<file path="src/rtl/dds_pkg.sv">
// Shared types and default widths for the DDS sweep controller and amplitude LUT.
// Latency: n/a (declarations only).
// Backpressure: n/a.
package dds_pkg;

  // Phase width is shared with the phase-to-amplitude LUT.
  localparam int PHASE_W = 10;
  localparam int DWELL_W = 16;

  typedef enum logic [1:0] {
    IDLE = 2'd0,
    RUN  = 2'd1,
    DONE = 2'd2
  } state_t;

endpackage

</file>
<file path="src/rtl/dds_phase_acc.sv">
// N-bit registered phase accumulator with synchronous clear and enable.
// Latency: one cycle from inc to phase; clear takes effect on the next edge.
// Backpressure: none; enable simply holds the phase.
module dds_phase_acc #(
  parameter int N = dds_pkg::PHASE_W
) (
  input  logic         clk,
  input  logic         rst,
  input  logic         clr,
  input  logic         en,
  input  logic [N-1:0] inc,
  output logic [N-1:0] phase
);

  // Accumulate modulo 2^N; clear wins over enable.
  always_ff @(posedge clk) begin
    if (rst || clr) begin
      phase <= '0;
    end else if (en) begin
      phase <= phase + inc;
    end
  end

endmodule

</file>
<file path="src/rtl/dds_sweep_ctrl.sv">
// Linear frequency-sweep sequencer (start/stop/step/dwell) owning the DDS phase accumulator.
// Latency: start at cycle k gives busy/ftw=f_start/phase=0 at k+1; outputs all registered.
// Backpressure: none; start is only honoured in IDLE, abort ends a sweep the next cycle.
module dds_sweep_ctrl
  import dds_pkg::*;
#(
  parameter int N  = PHASE_W,
  parameter int DW = DWELL_W
) (
  input  logic          clk,
  input  logic          rst,
  input  logic          start,
  input  logic          abort,
  input  logic          mode,
  input  logic [N-1:0]  f_start,
  input  logic [N-1:0]  f_stop,
  input  logic [N-1:0]  f_step,
  input  logic [DW-1:0] dwell,
  output logic [N-1:0]  phase,
  output logic [N-1:0]  ftw,
  output logic          busy,
  output logic          done,
  output logic          cfg_err
);

  state_t        state;
  logic [DW-1:0] cnt;
  logic [N-1:0]  fs_q;
  logic [N-1:0]  fe_q;
  logic [N-1:0]  st_q;
  logic [DW-1:0] dw_q;
  logic          md_q;

  logic          cfg_ok;
  logic          accept;
  logic          acc_en;
  logic [N:0]    nxt;

  // A zero step would never terminate; an inverted range has no valid first word.
  assign cfg_ok = (f_step != '0) && (f_start <= f_stop);
  assign accept = (state == IDLE) && start && !abort && cfg_ok;
  // Abort freezes the phase in the same cycle it is seen.
  assign acc_en = (state == RUN) && !abort;
  // One extra bit so a step past 2^N-1 ends the sweep instead of wrapping.
  assign nxt    = {1'b0, ftw} + {1'b0, st_q};

  dds_phase_acc #(.N(N)) u_acc (
    .clk   (clk),
    .rst   (rst),
    .clr   (accept),
    .en    (acc_en),
    .inc   (ftw),
    .phase (phase)
  );

  // Sweep FSM: config latch, dwell counting, tuning-word stepping and status pulses.
  always_ff @(posedge clk) begin
    if (rst) begin
      state   <= IDLE;
      cnt     <= '0;
      ftw     <= '0;
      busy    <= 1'b0;
      done    <= 1'b0;
      cfg_err <= 1'b0;
      fs_q    <= '0;
      fe_q    <= '0;
      st_q    <= '0;
      dw_q    <= '0;
      md_q    <= 1'b0;
    end else begin
      done    <= 1'b0;
      cfg_err <= 1'b0;
      case (state)
        IDLE: begin
          if (start && !abort) begin
            if (cfg_ok) begin
              fs_q  <= f_start;
              fe_q  <= f_stop;
              st_q  <= f_step;
              dw_q  <= dwell;
              md_q  <= mode;
              ftw   <= f_start;
              cnt   <= '0;
              busy  <= 1'b1;
              state <= RUN;
            end else begin
              cfg_err <= 1'b1;
            end
          end
        end
        RUN: begin
          if (abort) begin
            state <= IDLE;
            ftw   <= '0;
            cnt   <= '0;
            busy  <= 1'b0;
          end else if (cnt == dw_q) begin
            cnt <= '0;
            if (nxt <= {1'b0, fe_q}) begin
              ftw <= nxt[N-1:0];
            end else if (md_q) begin
              ftw <= fs_q;
            end else begin
              state <= DONE;
              ftw   <= '0;
              busy  <= 1'b0;
              done  <= 1'b1;
            end
          end else begin
            cnt <= cnt + DW'(1);
          end
        end
        DONE: begin
          state <= IDLE;
        end
        default: begin
          state <= IDLE;
          ftw   <= '0;
          busy  <= 1'b0;
        end
      endcase
    end
  end

endmodule

</file>
<file path="config.mk">
export PLATFORM = sky130hd
export DESIGN_NAME = dds_sweep_ctrl
export DESIGN_NICKNAME = d
export VERILOG_FILES = /design/src/rtl/dds_pkg.sv /design/src/rtl/dds_phase_acc.sv /design/src/rtl/dds_sweep_ctrl.sv
export SDC_FILE = /design/constraint.sdc
export NUM_CORES = 1
export LEC_CHECK = 0
export ABC_AREA = 1
export CAP_MARGIN = 0
export CORE_UTILIZATION = 35
export CTS_CLUSTER_DIAMETER = 120
export DETAILED_ROUTE_END_ITERATION = 10
export GPL_ROUTABILITY_DRIVEN = 0
export SLEW_MARGIN = 20
export SYNTH_ARGS = -nofsm -noshare
export SYNTH_HDL_FRONTEND = slang
export SYNTH_SLANG_ARGS = --single-unit
</file>
<file path="constraint.sdc">
create_clock -name clk -period 5.35 [get_ports clk]
set_clock_uncertainty 0.05 [all_clocks]
set_input_delay 1.605 -clock clk [delete_from_list [all_inputs] [get_ports clk]]
set_output_delay 1.605 -clock clk [all_outputs]
set_load 0.005 [all_outputs]
</file>
# --- After elaboration in Yosys (flattened, before gate mapping) ---
# Index checks and enable logic that the tools add are counted.
word_totals:
  ff_bits: 88
  out_inout_bits: 23
op_classes:
  n_eq_ne: 8
  bitwise_logic: 5
  n_lt_le_gt_ge: 2
  addsub: 3
  reduce_logical: 18
  n_mux: 28
ops:
  columns: ["cell", "n"]
  rows:
  - ["$mux 16", 4]
  - ["$mux 10", 6]
  - ["$pmux 16 s2", 1]
  - ["$pmux 10 s3", 1]
  - ["$add 16x1->16 const B", 1]
  - ["$eq 16x16->1", 1]
  - ["$mux 2", 6]
  - ["$add 10x10->11", 1]
  - ["$le 11x10->1", 1]
  - ["$add 10x10->10", 1]
  - ["$le 10x10->1", 1]
  - ["$reduce_bool 10->1", 1]
  - ["$mux 1", 8]
  - ["$logic_and 1x1->1", 6]
  - ["$ne 3x3->1 const B", 2]
  - ["$reduce_and 3->1", 2]
  - ["$reduce_and 6->1", 1]
  - ["$not 1->1", 5]
  - ["$reduce_and 5->1", 1]
  - ["$reduce_or 5->1", 1]
  - ["$pmux 2 s2", 1]
  - ["$reduce_and 4->1", 1]
  - ["$ne 3x2->1 const B", 1]
  - ["$pmux 1 s3", 1]
  - ["9 further kinds", 9]

# --- Longest topological paths before layout ---
# Gate-level depths: netlist (run 1).
logic_depth:
  ltp_word: 6
  depth_mapped: 23
  mapped_depth_nobuf: 23

# --- Modules after synthesis ---
# Synthesis (run 1) repeated with hierarchy kept, for this count alone.
hier_totals:
  cells_unflattened: 803
  hier_area_um2: 5516.5
by_module_without_submodules:
  columns: ["mod", "instances", "seq_area_each_um2", "area_each_um2", "cells_per_inst"]
  rows:
  - ["dds_sweep_ctrl", 1, 1561.5, 4665.7, 670]
  - ["dds_phase_acc", 1, 200.2, 850.8, 133]

# --- Worst setup path before layout (run 1) ---
# OpenSTA, ideal clock, no wires.
synth_path:
  kind: "input to register"
  from: "input f_stop[9]"
  to: "register cnt[2]"
  cell_stages: 13
  required_time_ns: 5.176
  arrival_ns: 3.019
  n_path_buf: 1
  setup_time_ns: 0.124
  path_slack_ns: 2.157
  path_cell_list: "inv_1 ha_1 nand2_1 nor2_1 o211ai_1 nand3_1 nand2_2 nand3_4 nand2_4 inv_4 buf_6 o21ai_4 nor2_1"
synth_between:
  elab_chain_cells: 4
synth_rtl:
  columns: ["element", "line_no", "source"]
  rows:
  - ["from (decl)", "dds_sweep_ctrl.sv:16", "input logic [N-1:0] f_stop,"]
  - ["$le 10x10->1", "dds_sweep_ctrl.sv:40", "assign cfg_ok = (f_step != '0) && (f_start <= f_stop);"]
  - ["$logic_and 1x1->1", "dds_sweep_ctrl.sv:40", null]
  - ["$ne 2x2->1 (no source line)", null, null]
  - ["$reduce_and 3->1 (no source line)", null, null]
  - ["to (signal assigned)", "dds_sweep_ctrl.sv:110", "cnt <= cnt + DW'(1);"]
  - ["to (decl)", "dds_sweep_ctrl.sv:27", "logic [DW-1:0] cnt;"]
# Every way passes these cells.
# A chain may end at the register's enable or synchronous reset.

# --- Worst setup path in the final report (run 1) ---
layout_path:
  from: "input f_stop[7]"
  to: "register u_acc.phase[9]"
layout_between:
  elab_chain_cells: 4
layout_rtl:
  columns: ["element", "line_no", "source"]
  rows:
  - ["$le 10x10->1", "dds_sweep_ctrl.sv:40", null]
  - ["$logic_and 1x1->1", "dds_sweep_ctrl.sv:40", null]
  - ["$logic_and 1x1->1", "dds_sweep_ctrl.sv:41", "assign accept = (state == IDLE) && start && !abort && cfg_ok;"]
  - ["$logic_or 1x1->1", "dds_phase_acc.sv:17", "if (rst || clr) begin"]
  - ["to (signal assigned)", "dds_phase_acc.sv:20", "phase <= phase + inc;"]
  - ["to (decl)", "dds_phase_acc.sv:12", "output logic [N-1:0] phase"]
# Every way passes these cells.

==> flow_summary.toml, run 1 <==
[final_layout]
area_growth_pct = 19.9
nNetsFinal = 917
final_common_cell = "nand2_1"
diodes = 0
final_cell_mix = "183 x nand2_1, 89 x a21oi_1, 88 x dfxtp_1, 84 x inv_1, 72 x clkdlybuf4s50_1"
drive_gt1_share_pct = 6.15
fill_cells = 1581
final_util_pct = 43.1
final_cell_count_no_fill = 1017
final_area_um2 = 6560

[power_and_ir_drop]
seq_power_share_pct = 40.5
internal_power_w = 0.00121
vdd_drop_max_uv = 180
power_density_nw_per_um2 = 269
switching_share_pct = 31.5
p_sw_w = 0.000557
p_clk_share_pct = 36.0
comb_power_share_pct = 23.4
leakage_nw = 2.79

[setup_path]
cp_data_arrival_time_ns = 4.23
rrSetupSlack_ns = 1.52
crit_type = "in -> reg"
start_kind = "primary input"
r2r_end = "ftw[4]"
reg2reg_depth = 22
crit_required_ns = 5.54
critPathMaxFanout = 26
critPathCaptureType = "flip-flop"
r2r-start = "ftw[0]"
startpoint = "f_stop[7]"

[synth]
synth_area_leaders = "dfxtp_1 32%, nand2_1 13%, ha_1 9.1%, a21oi_1 8.1%, nand3_1 6.1%"
syn_nets = 860
synthSimpleGateAreaFrac_pct = 28.4
ys_ff_latch = 88
synth_cell_types = 43
synth_area_per_cell_um2 = 7.13
synth_top_family_by_area = "simple AND/OR/NAND/NOR gates"
synth_fa_ha_area_share_pct = 9.88
synth-compound-area-share_pct = 14.7
synthMuxAreaShare_pct = 0
netlist_area_um2 = 5470
yosys_warnings = 0
synth_xor_area_share_pct = 5.28
synthFlopType = "dfxtp_1"
synth_edf_count = 0
ys_seq_area_share_pct = 32.2
synthCells = 767
yosys.area.top_type = "dfxtp_1"
async_reset_ff_share_pct = 0
synth_top_area_share_pct = 32.2

[clock_network]
h-tree-depth = 3
cts_resized = 0
cts_hold_buf = 0
tritoncts = "built"
post_cts_buffers = 0
cts_sinks = 88
cts_buffers = 9
cts_max_path_buffers = 2
clock_latency_ns = 0.35
clkTransAtPathRegs_ns = 0.07
root_buffer = "clkbuf_16"

[drt]
viasPerCell = 4.92
drt_wl_total_mm = 14.3
route.detailed.drc = 0
detail-route-antenna-nets = 0
drt_iter0_markers = 378
via_count = 5005
drt-wirelength-per-cell_um = 14.1
dr.pass1.iters = 5

[global_route]
grt_start_max_net_pins = 55
gr-total-overflow = 0
grt_pass1_vias = 4778
grt_antenna_before_repair = 0
grt_first_pass_wirelength_mm = 23.9
grtUsageTotal_pct = 18.9

[timing]
clock.fmax_ghz = 0.247
rsz0062_at_grt = "no"
post-route-period-util_pct = 75.6
worstMarginPinSlew_ns = 0.660
maxSlewHeadroom_pct = 55.9
maxSlewViolCount = 0
hold_viol_final = 0
fin_crit_ns = 4.04
final.setup.tns_ns = 0
setup_viol = 0

[die]
die_w_um = 127
io_pins = 74
die_h_um = 127
dieArea_um2 = 16100
core_area_um2 = 15200
start_util_pct = 36.0
rows = 45

[min_path]
min_to = "fe_q[5]"
whs_path_depth = 2
hold_path.class = "reg -> reg"
hold_start = "fe_q[5]"

[status]
status = "complete, no violations"

[place]
dp_hpwl_mm = 10.7
placed_cell_area_um2 = 6270
dp_cells = 1001
port_buffers = 73

[job]
maxCapViolCount = 0
cells by family (layout without fill, tap and decap cells):
logic type,count (synthesis),in the layout
and+or+nand+nor,337,337
AOI/OAI and AO/OA,147,147
buffers and inverters,120,182
DFF,88,88
adders and majority gates,42,42
xor gates and xnor gates,33,33
synthesized netlist by cell type (5+ instances only):
cell type and n:
inv_2 6, a21oi_1 89, o21ai_0 35, clkbuf_1 9
o32ai_1 8, xor2_1 22, ha_1 40, nor2_1 37
buf_6 6, nor2_2 5, nand2_1 183, inv_1 84
xnor2_1 11, nand2_2 7, nand4_1 13, dfxtp_1 88
nor4_1 6, o21bai_1 5, buf_2 9, nand3_1 67
sequential cells by signal, summed over array words and instances (netlist names):
name	count
busy	1
cfg_err	1
cnt	16
done	1
dw_q	16
fe_q	10
fs_q	10
ftw	10
md_q	1
st_q	10
state	2
u_acc.phase	10
stage by stage:
stage	worst slack, ns	total power, W	hold WS [ns]
4_1_cts	1.30	0.00178	0.416
3_5_place_dp	0.918	0.00114	0.406
3_3_place_gp	0.959	0.00114	0.401
6_report	1.31	0.00177	0.417
2_1_floorplan	2.16	0.00102	0.380
5_1_grt	1.03	0.00187	0.439
worst max path at each step:
stage,end
after floorplan,cnt[2]
after global placement,u_acc.phase[9]
after detailed placement,u_acc.phase[9]
after CTS,u_acc.phase[9]
after global routing,u_acc.phase[9]
final,u_acc.phase[9]
power groups by stage:
stage                     clock [W]  sequential [W]  combinational, W
final                      0.000637        0.000717          0.000414
after global routing       0.000677        0.000721          0.000471
after CTS                  0.000650        0.000717          0.000414
after detailed placement          0        0.000731          0.000411
after global placement            0        0.000731          0.000409
after floorplan                   0        0.000724          0.000295
per-layer routing:
metal	GRT usage, %	wire length, µm
met1	27.1	7530
met4	5.04	171
met5	0	0
met3	4.31	730
met2	28.3	5900
worst max-delay path, stage by stage:
cell and delay (ns):
clkdlybuf4s50_1 0.50, inv_1 0.06, ha_1 0.28, a21oi_1 0.17
o21a_1 0.12, nand3_1 0.08, nand2_2 0.11, nand2_2 0.07
inv_2 0.38, nand2_4 0.23, nand2_2 0.39, o21bai_1 0.17
a21oi_1 0.05
final cells by class:
cell class / instances / area [µm²] / share of cell area (%)
repair buffers: 75 / 741 / 11.3
inverters: 91 / 344 / 5.25
multi-input cells: 559 / 3190 / 48.6
clock inverters: 6 / 60.1 / 0.916
clock buffers: 10 / 229 / 3.49
flip-flops and latches: 88 / 1760 / 26.9
well taps: 188 / 235 / 3.59
No activity file was read; power rests on OpenSTA's default activity.
==> run 2: changes to the inputs <==
Clock period 5.35 ns to 3.56 ns, I/O delays scaled along.
==> flow_summary.toml, run 2 (synthesis results as in run 1) <==
[final_layout]
area_growth_pct = 24.5
final_common_cell = "nand2_1"
fill_cells = 1577
final_cell_count_no_fill = 1044
reg_top3 = "cnt (16), dw_q (16)"
final_cell_mix = "181 x nand2_1, 89 x a21oi_1, 88 x dfxtp_1, 83 x inv_1, 72 x clkdlybuf4s50_1"
seq_area_um2 = 1760
diodes = 0
drive_gt1_share_pct = 9.70
multiInputGateArea_um2 = 3200
nNetsFinal = 944

[place]
port_buffers = 73
dp_hpwl_mm = 11.4
dp_cells = 1027

[drt]
detail-route-antenna-nets = 0
route.detailed.drc = 0
viasPerCell = 4.96
via_count = 5182
drt_wl_total_mm = 14.9
dr.pass1.iters = 5
drt_iter0_markers = 316
drt-wirelength-per-cell_um = 14.3

[timing]
post-route-period-util_pct = 91.1
worstMarginPinSlew_ns = 0.714
final.setup.tns_ns = 0
maxSlewHeadroom_pct = 52.4
fin_crit_ns = 3.24
setup_viol = 0
rsz0062_at_grt = "no"
maxSlewViolCount = 0
clock.fmax_ghz = 0.308
hold_viol_final = 0

[global_route]
grt_antenna_before_repair = 0
gr-total-overflow = 0
grt_pass1_vias = 4799
grt_start_max_net_pins = 55
grt_first_pass_wirelength_mm = 24.6
grtUsageTotal_pct = 19.4

[clock_network]
clkTransAtPathRegs_ns = 0.06
cts_max_path_buffers = 2
cts_hold_buf = 0
h-tree-depth = 3
root_buffer = "clkbuf_16"
clock_latency_ns = 0.36
cts_buffers = 9
cts_sinks = 88
tritoncts = "built"

[setup_path]
critPathMaxFanout = 6
r2r_end = "ftw[5]"
cp_data_arrival_time_ns = 3.48
reg2reg_depth = 23
crit_required_ns = 3.79
crit_type = "reg -> reg"
rrSetupSlack_ns = 0.32
critPathCaptureType = "flip-flop"
start_kind = "flip-flop"
r2r-start = "ftw[0]"

[die]
core_area_um2 = 15200
die_h_um = 127
start_util_pct = 36.0
dieArea_um2 = 16100
rows = 45
io_pins = 74
die_w_um = 127

[min_path]
hold_path.class = "reg -> reg"
min_to = "fs_q[7]"
hold_start = "fs_q[7]"
whs_path_depth = 2

[power_and_ir_drop]
vdd_drop_max_uv = 251
power_density_nw_per_um2 = 413
leakage_nw = 2.95

[status]
status = "complete, no violations"

[job]
maxCapViolCount = 0
[run 2: cell count changes in the layout (fill, tap and decap cells not counted), moves of 2 or more]
cell	previous run	this run
buf_4	2	28
clkinvlp_4	2	0
nand2_2	7	9
nand2_1	183	181
[run 2: cell type report]
cell class                      instances  share of cell area [%]
Multi-Input combinational cell        559                    47.0
Sequential cell                        88                    25.9
Timing Repair Buffer                  102                    14.0
Inverter                               91                    5.05
Tap cell                              188                    3.45
Clock buffer                           10                    3.36
Clock inverter                          6                    1.23
[run 2: power breakdown]
| part | leakage [nW] | switching [W] | internal (W) | total, W |
|---|---|---|---|---|
| clock network | 0.156 | 0.000417 | 0.000613 | 0.00103 |
| logic | 2.08 | 0.000406 | 0.000309 | 0.000715 |
| registers | 0.716 | 0.0000375 | 0.00103 | 0.00107 |
| total | 2.95 | 0.000860 | 0.00196 | 0.00282 |
[run 2: through the flow]
stage	setup slack [ns]	utilization (%)	area (µm²)	power [W]	hold slack, ns
4_1_cts	0.198	44.7	6790	0.00283	0.407
2_1_floorplan	0.688	-	5470	0.00153	0.380
5_1_grt	0.0129	44.8	6810	0.00296	0.439
3_5_place_dp	0.125	42.6	6480	0.00180	0.398
3_3_place_gp	0.163	42.6	6480	0.00179	0.395
6_report	0.317	44.8	6810	0.00282	0.411
[run 2: timing repair]
item	CTS	global route
setup endpoints to repair	0	10
resized for setup	0	5
setup buffers	0	1
[run 2: critical path, stage by stage (launching register included)]
cell     delay [ns]
dfxtp_1        0.31
ha_1           0.23
inv_2          0.08
fa_2           0.23
inv_1          0.05
nand3_1        0.06
nand3_1        0.12
nand2_1        0.10
nand2_1        0.06
or2_2          0.27
nand2_1        0.11
inv_1          0.06
ha_1           0.28
a21o_1         0.16
a21oi_1        0.14
nand2_1        0.09
nand2_2        0.11
nand2_1        0.08
buf_4          0.17
o21ai_0        0.08
nand3_1        0.09
nand2_1        0.08
nand2_1        0.06
a21oi_1        0.11
[run 2: worst max path at each step]
stage	start	end	slack (ns)
global route	st_q[0]	ftw[4]	0.01
global placement	f_stop[7]	fs_q[8]	0.16
finish	ftw[0]	ftw[5]	0.32
floorplan	ftw[0]	ftw[1]	0.69
CTS	st_q[0]	ftw[7]	0.20
detailed placement	f_stop[7]	fs_q[1]	0.13
[run 2: routing by layer]
metal  wire (µm)  vias up  share of wire [%]  global-route usage [%]
met5           0        -                  0                       0
met4         190        0                1.3                    4.34
met3         807       13                5.4                    4.19
met2        6200      128                 42                    29.2
met1        7690     2345                 52                    28.3
li1            -     2696                  -                       -
==> run 3: changes to the inputs <==
Settings changed: CORE_MARGIN set to 5, HOLD_SLACK_MARGIN set to 0.15.
==> flow_summary.toml, run 3 (synthesis results as in run 1) <==
[clock_network]
clkTransAtPathRegs_ns = 0.06
clock_latency_ns = 0.35
cts_max_path_buffers = 2
post_cts_buffers = 0
cts_sinks = 88
cts_buffers = 9
tritoncts = "built"
root_buffer = "clkbuf_16"
h-tree-depth = 3

[timing]
worstMarginPinSlew_ns = 0.757
clock.fmax_ghz = 0.309
fin_hold_ws_ns = 0.421
final.setup.tns_ns = 0
setup_viol = 0
post-route-period-util_pct = 90.8
hold_viol_final = 0
rsz0062_at_grt = "no"
fin_crit_ns = 3.23
maxSlewViolCount = 0
maxSlewHeadroom_pct = 49.5

[die]
start_util_pct = 35.9
dieArea_um2 = 18200
io_pins = 74
core_area_um2 = 15300
die_h_um = 135
rows = 45
die_w_um = 135

[drt]
via_count = 5109
dr.pass1.iters = 5
route.detailed.drc = 0
detail-route-antenna-nets = 0
drt_iter0_markers = 334
viasPerCell = 4.83
drt-wirelength-per-cell_um = 14.1
drt_wl_total_mm = 14.9

[final_layout]
area_growth_pct = 23.7
final_cell_mix = "181 x nand2_1, 89 x a21oi_1, 88 x dfxtp_1, 84 x inv_1, 72 x clkdlybuf4s50_1"
final_common_cell = "nand2_1"
final_cell_count_no_fill = 1058
diodes = 0
final_area_um2 = 6770
nNetsFinal = 936
drive_gt1_share_pct = 8.38
reg_top3 = "cnt (16), dw_q (16)"
final_util_pct = 44.4

[place]
dp_cells = 1043
port_buffers = 73
dp_hpwl_mm = 11.6
placed_cell_area_um2 = 6450

[setup_path]
start_kind = "flip-flop"
crit_type = "reg -> reg"
crit_required_ns = 3.78
cp_data_arrival_time_ns = 3.46
critPathMaxFanout = 5
critPathCaptureType = "flip-flop"

[global_route]
grt_start_max_net_pins = 55
gr-total-overflow = 0
grt_first_pass_wirelength_mm = 24.7
grt_antenna_before_repair = 0
grt_pass1_vias = 4822
grtUsageTotal_pct = 16.8

[power_and_ir_drop]
seq_power_share_pct = 39.0
p_clk_share_pct = 36.8
p_sw_w = 0.000830
vdd_drop_max_uv = 248
power_density_nw_per_um2 = 406
leakage_nw = 2.89
switching_share_pct = 30.2
comb_power_share_pct = 24.2
internal_power_w = 0.00192

[status]
status = "complete, no violations"

[min_path]
hold_path.class = "reg -> reg"

[job]
maxCapViolCount = 0
## run 3: worst max-delay path: stages, from the launching register on
cell	delay [ns]
dfxtp_1	0.31
ha_1	0.22
inv_1	0.09
fa_1	0.26
inv_1	0.06
nand3_1	0.06
nand3_1	0.10
nand2_1	0.09
nand2_1	0.06
or2_2	0.27
nand2_1	0.11
inv_1	0.07
ha_1	0.29
a21o_1	0.17
a21oi_1	0.14
nand2_1	0.07
nand2_1	0.11
nand3_1	0.14
nand2_2	0.16
nand3_1	0.08
nand2_1	0.07
nand2_1	0.06
a21oi_1	0.12
## run 3: final timing paths
kind | slack [ns] | end | cells after the start | startpoint
setup / recovery | 0.33 | ftw[7] | 22 | ftw[0]
hold / removal | 0.42 | fe_q[2] | 2 | fe_q[2]
setup reg to reg | 0.33 | ftw[7] | 22 | ftw[0]
hold reg to reg | 0.42 | fe_q[2] | 2 | fe_q[2]
## run 3: through the flow
stage | power [W] | setup WS (ns)
4_1_cts | 0.00277 | 0.258
2_1_floorplan | 0.00153 | 0.688
6_report | 0.00275 | 0.328
3_5_place_dp | 0.00175 | 0.201
3_3_place_gp | 0.00175 | 0.227
5_1_grt | 0.00291 | 0.0150
## run 3: what timing repair did
action                                  in CTS  in global routing
resized for setup                            0                  2
hold buffers                                 0                  0
endpoints found under the setup margin       0                 10
## run 3: area by class of cell
type                            count  area [µm²]
Clock buffer                       10         229
Clock inverter                      5        82.6
Fill cell                        1562        8490
Inverter                           91         344
Multi-Input combinational cell    559        3190
Sequential cell                    88        1760
Tap cell                          211         264
Timing Repair Buffer               94         896
## run 3: power groups by stage
stage / registers (W) / logic, W / clock network [W]
floorplan: 0.00109 / 0.000444 / 0
detailed placement: 0.00109 / 0.000660 / 0
CTS: 0.00107 / 0.000665 / 0.00103
finish: 0.00107 / 0.000666 / 0.00101
global placement: 0.00109 / 0.000657 / 0
global route: 0.00108 / 0.000762 / 0.00107
## run 3: per-layer routing
metal,global-route usage (%),routed length [µm],vias to the layer above
met1,24.9,7760,2281
met3,2.98,831,20
met4,6.05,305,0
met5,0,0,-
met2,24.3,6040,120
li1,-,-,2688
